**src/rtl/ota_pkg.sv**
```systemverilog
// rtl/ota_pkg.sv - shared types and constants for the OTA output decimator
package ota_pkg;

  typedef enum logic [1:0] {
    IDLE = 2'd0,
    RUN  = 2'd1,
    DONE = 2'd2
  } ota_state_e;

  localparam int         BASE_WIN_LOG2 = 8;
  localparam logic [7:0] DUTY_MAX      = 8'd255;

endpackage

```
**src/rtl/ota_sync.sv**
```systemverilog
// rtl/ota_sync.sv - N-flop synchroniser for analog-to-digital crossings
module ota_sync #(
  parameter int N = 2
) (
  input  logic clk,
  input  logic rst_n,
  input  logic d_i,
  output logic q_o
);

  logic [N-1:0] ff_q;

  always_ff @(posedge clk or negedge rst_n) begin
    if (!rst_n) begin
      ff_q <= '0;
    end else begin
      ff_q <= {ff_q[N-2:0], d_i};
    end
  end

  assign q_o = ff_q[N-1];

endmodule

```
**src/rtl/ota_out_decimator.sv**
```systemverilog
// rtl/ota_out_decimator.sv - windowed duty-cycle and toggle measurement of the OTA output
module ota_out_decimator
  import ota_pkg::*;
#(
  parameter int SYNC_STAGES = 2,
  parameter int CNT_W       = 16
) (
  input  logic       clk,
  input  logic       rst_n,
  input  logic       ota_in,
  input  logic       start,
  input  logic       cont,
  input  logic       abort,
  input  logic [2:0] win_sel,
  output logic [7:0] duty,
  output logic [7:0] toggles,
  output logic       valid,
  output logic       busy,
  output logic       sync_q
);

  logic             s;
  logic             s_d_q;
  logic             edge_det;
  ota_state_e       state_q, state_d;
  logic [2:0]       k_q, k_d;
  logic [CNT_W-1:0] ones_q, ones_d;
  logic [CNT_W-1:0] cyc_q, cyc_d;
  logic [7:0]       tog_q, tog_d;
  logic [7:0]       duty_q, duty_d;
  logic [7:0]       toggles_q, toggles_d;
  logic             valid_q, valid_d;
  logic [CNT_W-1:0] win_last;
  logic [CNT_W-1:0] scaled;

  ota_sync #(.N(SYNC_STAGES)) u_sync (
    .clk  (clk),
    .rst_n(rst_n),
    .d_i  (ota_in),
    .q_o  (s)
  );

  always_ff @(posedge clk or negedge rst_n) begin
    if (!rst_n) begin
      s_d_q <= 1'b0;
    end else begin
      s_d_q <= s;
    end
  end

  assign edge_det = s ^ s_d_q;

  // Last cycle index of the window: 256*2^k - 1.
  assign win_last = ({{(CNT_W-1){1'b0}}, 1'b1} << (BASE_WIN_LOG2 + int'(k_q)))
                    - {{(CNT_W-1){1'b0}}, 1'b1};
  assign scaled   = ones_q >> k_q;

  always_comb begin
    state_d   = state_q;
    k_d       = k_q;
    ones_d    = ones_q;
    cyc_d     = cyc_q;
    tog_d     = tog_q;
    duty_d    = duty_q;
    toggles_d = toggles_q;
    valid_d   = 1'b0;
    case (state_q)
      IDLE: begin
        if (start && !abort) begin
          state_d = RUN;
          k_d     = win_sel;
          ones_d  = '0;
          cyc_d   = '0;
          tog_d   = '0;
        end
      end
      RUN: begin
        if (abort) begin
          state_d = IDLE;
        end else begin
          cyc_d  = cyc_q + {{(CNT_W-1){1'b0}}, 1'b1};
          ones_d = ones_q + {{(CNT_W-1){1'b0}}, s};
          if (edge_det && (tog_q != 8'hFF)) begin
            tog_d = tog_q + 8'd1;
          end
          if (cyc_q == win_last) begin
            state_d = DONE;
          end
        end
      end
      DONE: begin
        if (abort) begin
          state_d = IDLE;
        end else begin
          // An all-ones window scales to 256, clipped to the 8-bit maximum.
          duty_d    = (|scaled[CNT_W-1:8]) ? DUTY_MAX : scaled[7:0];
          toggles_d = tog_q;
          valid_d   = 1'b1;
          if (cont) begin
            state_d = RUN;
            k_d     = win_sel;
            ones_d  = '0;
            cyc_d   = '0;
            tog_d   = '0;
          end else begin
            state_d = IDLE;
          end
        end
      end
      default: state_d = IDLE;
    endcase
  end

  always_ff @(posedge clk or negedge rst_n) begin
    if (!rst_n) begin
      state_q   <= IDLE;
      k_q       <= '0;
      ones_q    <= '0;
      cyc_q     <= '0;
      tog_q     <= '0;
      duty_q    <= '0;
      toggles_q <= '0;
      valid_q   <= 1'b0;
    end else begin
      state_q   <= state_d;
      k_q       <= k_d;
      ones_q    <= ones_d;
      cyc_q     <= cyc_d;
      tog_q     <= tog_d;
      duty_q    <= duty_d;
      toggles_q <= toggles_d;
      valid_q   <= valid_d;
    end
  end

  assign duty    = duty_q;
  assign toggles = toggles_q;
  assign valid   = valid_q;
  assign busy    = (state_q == RUN);
  assign sync_q  = s;

endmodule

```
**config.mk**
```make
export PLATFORM = sky130hd
export DESIGN_NAME = ota_out_decimator
export DESIGN_NICKNAME = d
export VERILOG_FILES = /design/src/rtl/ota_pkg.sv /design/src/rtl/ota_sync.sv /design/src/rtl/ota_out_decimator.sv
export SDC_FILE = /design/constraint.sdc
export NUM_CORES = 1
export LEC_CHECK = 0
export CAP_MARGIN = 15
export CORE_MARGIN = 2
export CORE_UTILIZATION = 50
export DETAILED_ROUTE_END_ITERATION = 8
export HOLD_SLACK_MARGIN = 0.15
export PLACE_DENSITY = 0.7
export SLEW_MARGIN = 20
export SYNTH_ARGS = -nofsm -noshare
export SYNTH_HDL_FRONTEND = slang
export SYNTH_SLANG_ARGS = --single-unit
export TNS_END_PERCENT = 30
```
**constraint.sdc**
```tcl
create_clock -name clk -period 3.1 [get_ports clk]
set_input_delay 0.465 -clock clk [delete_from_list [all_inputs] [get_ports clk]]
set_output_delay 0.465 -clock clk [all_outputs]
set_load 0.01 [all_outputs]
```
==> impl_metrics.tcl <==
set metrics [dict create \
    status "complete, no violations" \
    placed_cells 465 \
    clkTransAtPathRegs_ns 0.07 \
    track_usage 0.212 \
    worst_r2r_startpoint "k_q[1]" \
    total_power_uw 1750 \
    syn-num-nets 366 \
    postSynthCellCount 352 \
    post_synthesis_average_cell_area_um2 10.2 \
    avgViaCountPerCell 5.63 \
    share_comb_of_total_power 0.142 \
    drt_drc_violations_left 0 \
    vias_in_the_first_global_route 2622 \
    max-cap-violations 0 \
    antennaDiodeCount 0 \
    grt_first_pass_wirelength_mm 12.7 \
    max_slew_margin 0.509 \
    reg2reg_setup_slack_ns 0.66 \
    place.gp.congestion 0.819 \
    cp-start-kind "flop" \
    worstSkewPairLatency_ns 0.33 \
    cellInternalPower_uw 1250 \
    worstReg2RegEnd "duty[3]" \
    critPathArrivalTime_ns 2.66 \
    report.final.slew_viol_count 0 \
    core_area_um2 6870 \
    finClkSkew_ns 0.00651 \
    layout.cells.non_filler 481 \
    final_period_minus_worst_setup_slack_ns 2.44 \
    setup_viol_count_final 0 \
    finalHoldViolCount 0 \
    p_sw_uw 491 \
    postLayoutCellArea_um2 4120 \
    routed_wl_per_cell_um 15.4 \
    clock-sinks 65 \
    grt_remaining_overflow 0 \
    vdd.ir_drop.worst_uv 306 \
    critical_path_start "k_q[1]" \
    grt_setup_unrepaired "false" \
    die-area_um2 7850 \
    grt_max_degree 35 \
    criticalPathCategory "flop to flop" \
    post-route-period-util 0.786 \
    cts_tree "built" \
    via_count 2708 \
    fmax_ghz 0.410 \
    pin_count 28 \
    cts_inserted_buffers 9 \
    synthArstFlopShare 1.00 \
    dp_slack_ns 0.610 \
    worstPathMaxFanout 17 \
    postCtsSetupBuffers 0 \
    fp-row-count 30 \
    actual_slew_at_the_worst_max_slew_pin_ns 0.737 \
    finalNetCount 394 \
    synth_top_flop_cell "sky130_fd_sc_hd__dfrtp_1" \
    ys_ff_latch 65 \
    io_buffers 27 \
    clock-root-buffer "sky130_fd_sc_hd__clkbuf_8" \
    final.setup.worst_slack_ns 0.662 \
    clock_tree.htree_level_count 3 \
    grt_antenna_before_repair 0 \
    crit_required_ns 3.32 \
    detailed_place_hpwl_mm 5.19 \
    drive_above_1_share 0.135 \
    routed_wl_mm 7.40 \
    static-leakage-power_uw 0.00174 \
    post_cts.resized_instances 0 \
    drt-initial-drc-count 174 \
    fin_tns_setup_ns 0 \
    min-delay-path-class "input pin to asynchronous set/reset pin" \
    worst_r2r_path_depth 6 \
    detail-route-antenna-nets 0 \
    synth-seq-area-share 0.454 \
    fp.dieW_um 88.6 \
    cp-end-kind "flop" \
    switching_share 0.281 \
    synth_edf_count 0 \
    synth_cell_types 49 \
    cell_area_after_synthesis_um2 3580 \
    pwr-share-seq 0.516 \
    p_per_area_nw_per_um2 424 \
    placed_area_um2 3960 \
    maximum_root_to_sink_buffer_count 2 \
    layout-area-overhead-vs-synth_pct 15.1 \
    start_util 0.521 \
    die_h_um 88.6 \
    firstDrtPassIters 4 \
    clock_power_share 0.342 \
    crit_end "duty[3]" \
    hold_buffers 0 \
    synthesis_warnings 0 \
]
[registers in the layout (all words and copies together) (netlist names)]
signal and cells:
cyc_q 16, duty 8, k_q 3, ones_q 16, s_d_q 1, state_q 2
tog_q 8, toggles 8, u_sync.ff_q 2, valid 1
[critical path, stage by stage, from the launching register on]
cell	delay, ns
sky130_fd_sc_hd__dfrtp_1	0.68
sky130_fd_sc_hd__buf_4	0.32
sky130_fd_sc_hd__nor2b_1	0.08
sky130_fd_sc_hd__a211oi_2	0.24
sky130_fd_sc_hd__o22ai_1	0.13
sky130_fd_sc_hd__or4_1	0.62
sky130_fd_sc_hd__o21a_1	0.24
[through the flow]
stage	utilization	hold slack, ns
after floorplan	-	0.169
after global placement	0.576	0.334
after detailed placement	0.576	0.343
after CTS	0.600	0.205
after global routing	0.600	0.238
final	0.600	0.189
[cells in the mapped netlist (3+ instances only)]
| cell | instances | area share |
|---|---|---|
| sky130_fd_sc_hd__nand4_1 | 8 | 0.014 |
| sky130_fd_sc_hd__nor2b_1 | 4 | 0.0070 |
| sky130_fd_sc_hd__xor2_1 | 13 | 0.032 |
| sky130_fd_sc_hd__o21a_1 | 7 | 0.015 |
| sky130_fd_sc_hd__o21bai_1 | 3 | 0.0063 |
| sky130_fd_sc_hd__dfrtp_1 | 65 | 0.45 |
| sky130_fd_sc_hd__mux2_2 | 8 | 0.025 |
| sky130_fd_sc_hd__mux4_2 | 9 | 0.057 |
| sky130_fd_sc_hd__o21ai_0 | 16 | 0.022 |
| sky130_fd_sc_hd__and4_1 | 4 | 0.0098 |
| sky130_fd_sc_hd__or3_1 | 3 | 0.0052 |
| sky130_fd_sc_hd__xnor2_1 | 21 | 0.051 |
| sky130_fd_sc_hd__ha_1 | 5 | 0.017 |
| sky130_fd_sc_hd__nor3_1 | 8 | 0.011 |
| sky130_fd_sc_hd__and3_1 | 6 | 0.010 |
| sky130_fd_sc_hd__nand3_1 | 11 | 0.015 |
| sky130_fd_sc_hd__a21oi_1 | 9 | 0.013 |
| sky130_fd_sc_hd__nor4_1 | 9 | 0.016 |
| sky130_fd_sc_hd__o22a_1 | 8 | 0.020 |
| sky130_fd_sc_hd__nor2_1 | 38 | 0.040 |
| sky130_fd_sc_hd__buf_2 | 8 | 0.011 |
| sky130_fd_sc_hd__nand2_1 | 37 | 0.039 |
| sky130_fd_sc_hd__mux2i_1 | 4 | 0.011 |
| sky130_fd_sc_hd__nand2b_1 | 4 | 0.0070 |
| sky130_fd_sc_hd__clkbuf_1 | 8 | 0.0084 |
| sky130_fd_sc_hd__inv_2 | 3 | 0.0031 |
| sky130_fd_sc_hd__a31oi_1 | 4 | 0.0070 |
| sky130_fd_sc_hd__o22ai_1 | 3 | 0.0052 |
[logic make-up after synthesis]
family          share of synthesized area
simple gates                        0.206
flops                               0.454
compound gates                      0.118
xor+xnor                           0.0832
buf+inv                            0.0280
mux                                0.0929
fa+ha+maj                          0.0175
[metal layers]
layer | track usage | part of all wire | vias to the layer above
li1 | - | - | 1322
met1 | 0.298 | 0.49 | 1313
met3 | 0.0513 | 0.034 | 7
met5 | 0 | 0 | -
met4 | 0.0730 | 0.0070 | 0
met2 | 0.323 | 0.47 | 66
[layout make-up]
cell class	count	area, um2
timing repair buffer	34	330
fill	591	2750
clock buffer	10	128
sequential	65	1630
inverter	6	22.5
multi-input combinational	264	1860
tap	96	120
clock inverter	6	35.0
[power by group through the flow]
stage               registers (uW)  clock network (uW)  logic (uW)
finish                         900                 598         248
global route                   902                 656         281
CTS                            900                 620         251
detailed placement             916                   0         248
global placement               915                   0         240
floorplan                      900                   0         180
[placed cells by master (no fill, tap or decap), types with 3 or more instances in the layout]
master                            synthesis  final
sky130_fd_sc_hd__o21ai_0                 16     16
sky130_fd_sc_hd__mux4_2                   9      9
sky130_fd_sc_hd__o22a_1                   8      8
sky130_fd_sc_hd__xor2_1                  13     13
sky130_fd_sc_hd__xnor2_1                 21     21
sky130_fd_sc_hd__nand4_1                  8      8
sky130_fd_sc_hd__or3_1                    3      3
sky130_fd_sc_hd__nor3_1                   8      7
sky130_fd_sc_hd__nor2b_1                  4      4
sky130_fd_sc_hd__buf_4                    1      6
sky130_fd_sc_hd__and3_1                   6      6
sky130_fd_sc_hd__a21oi_1                  9      9
sky130_fd_sc_hd__clkdlybuf4s50_1          0     26
sky130_fd_sc_hd__inv_2                    3      3
sky130_fd_sc_hd__and4_1                   4      4
sky130_fd_sc_hd__nand3_1                 11     11
sky130_fd_sc_hd__nand2_1                 37     37
sky130_fd_sc_hd__mux2i_1                  4      4
sky130_fd_sc_hd__dfrtp_1                 65     65
sky130_fd_sc_hd__o21a_1                   7      7
sky130_fd_sc_hd__nand2b_1                 4      4
sky130_fd_sc_hd__a31oi_1                  4      4
sky130_fd_sc_hd__mux2_2                   8      8
sky130_fd_sc_hd__nor4_1                   9      9
sky130_fd_sc_hd__o22ai_1                  3      3
sky130_fd_sc_hd__clkinv_2                 0      4
sky130_fd_sc_hd__clkbuf_8                 0      9
sky130_fd_sc_hd__o21bai_1                 3      3
sky130_fd_sc_hd__nor2_1                  38     38
sky130_fd_sc_hd__ha_1                     5      5
[how the worst min path moves through the flow]
stage	start	to	slack (ns)
floorplan	rst_n	cyc_q[0]	0.17
global placement	u_sync.ff_q[0]	u_sync.ff_q[1]	0.33
detailed placement	u_sync.ff_q[0]	u_sync.ff_q[1]	0.34
CTS	rst_n	duty[6]	0.21
global route	rst_n	toggles[6]	0.24
finish	rst_n	duty[6]	0.19
(Power assumes the default switching activity.)
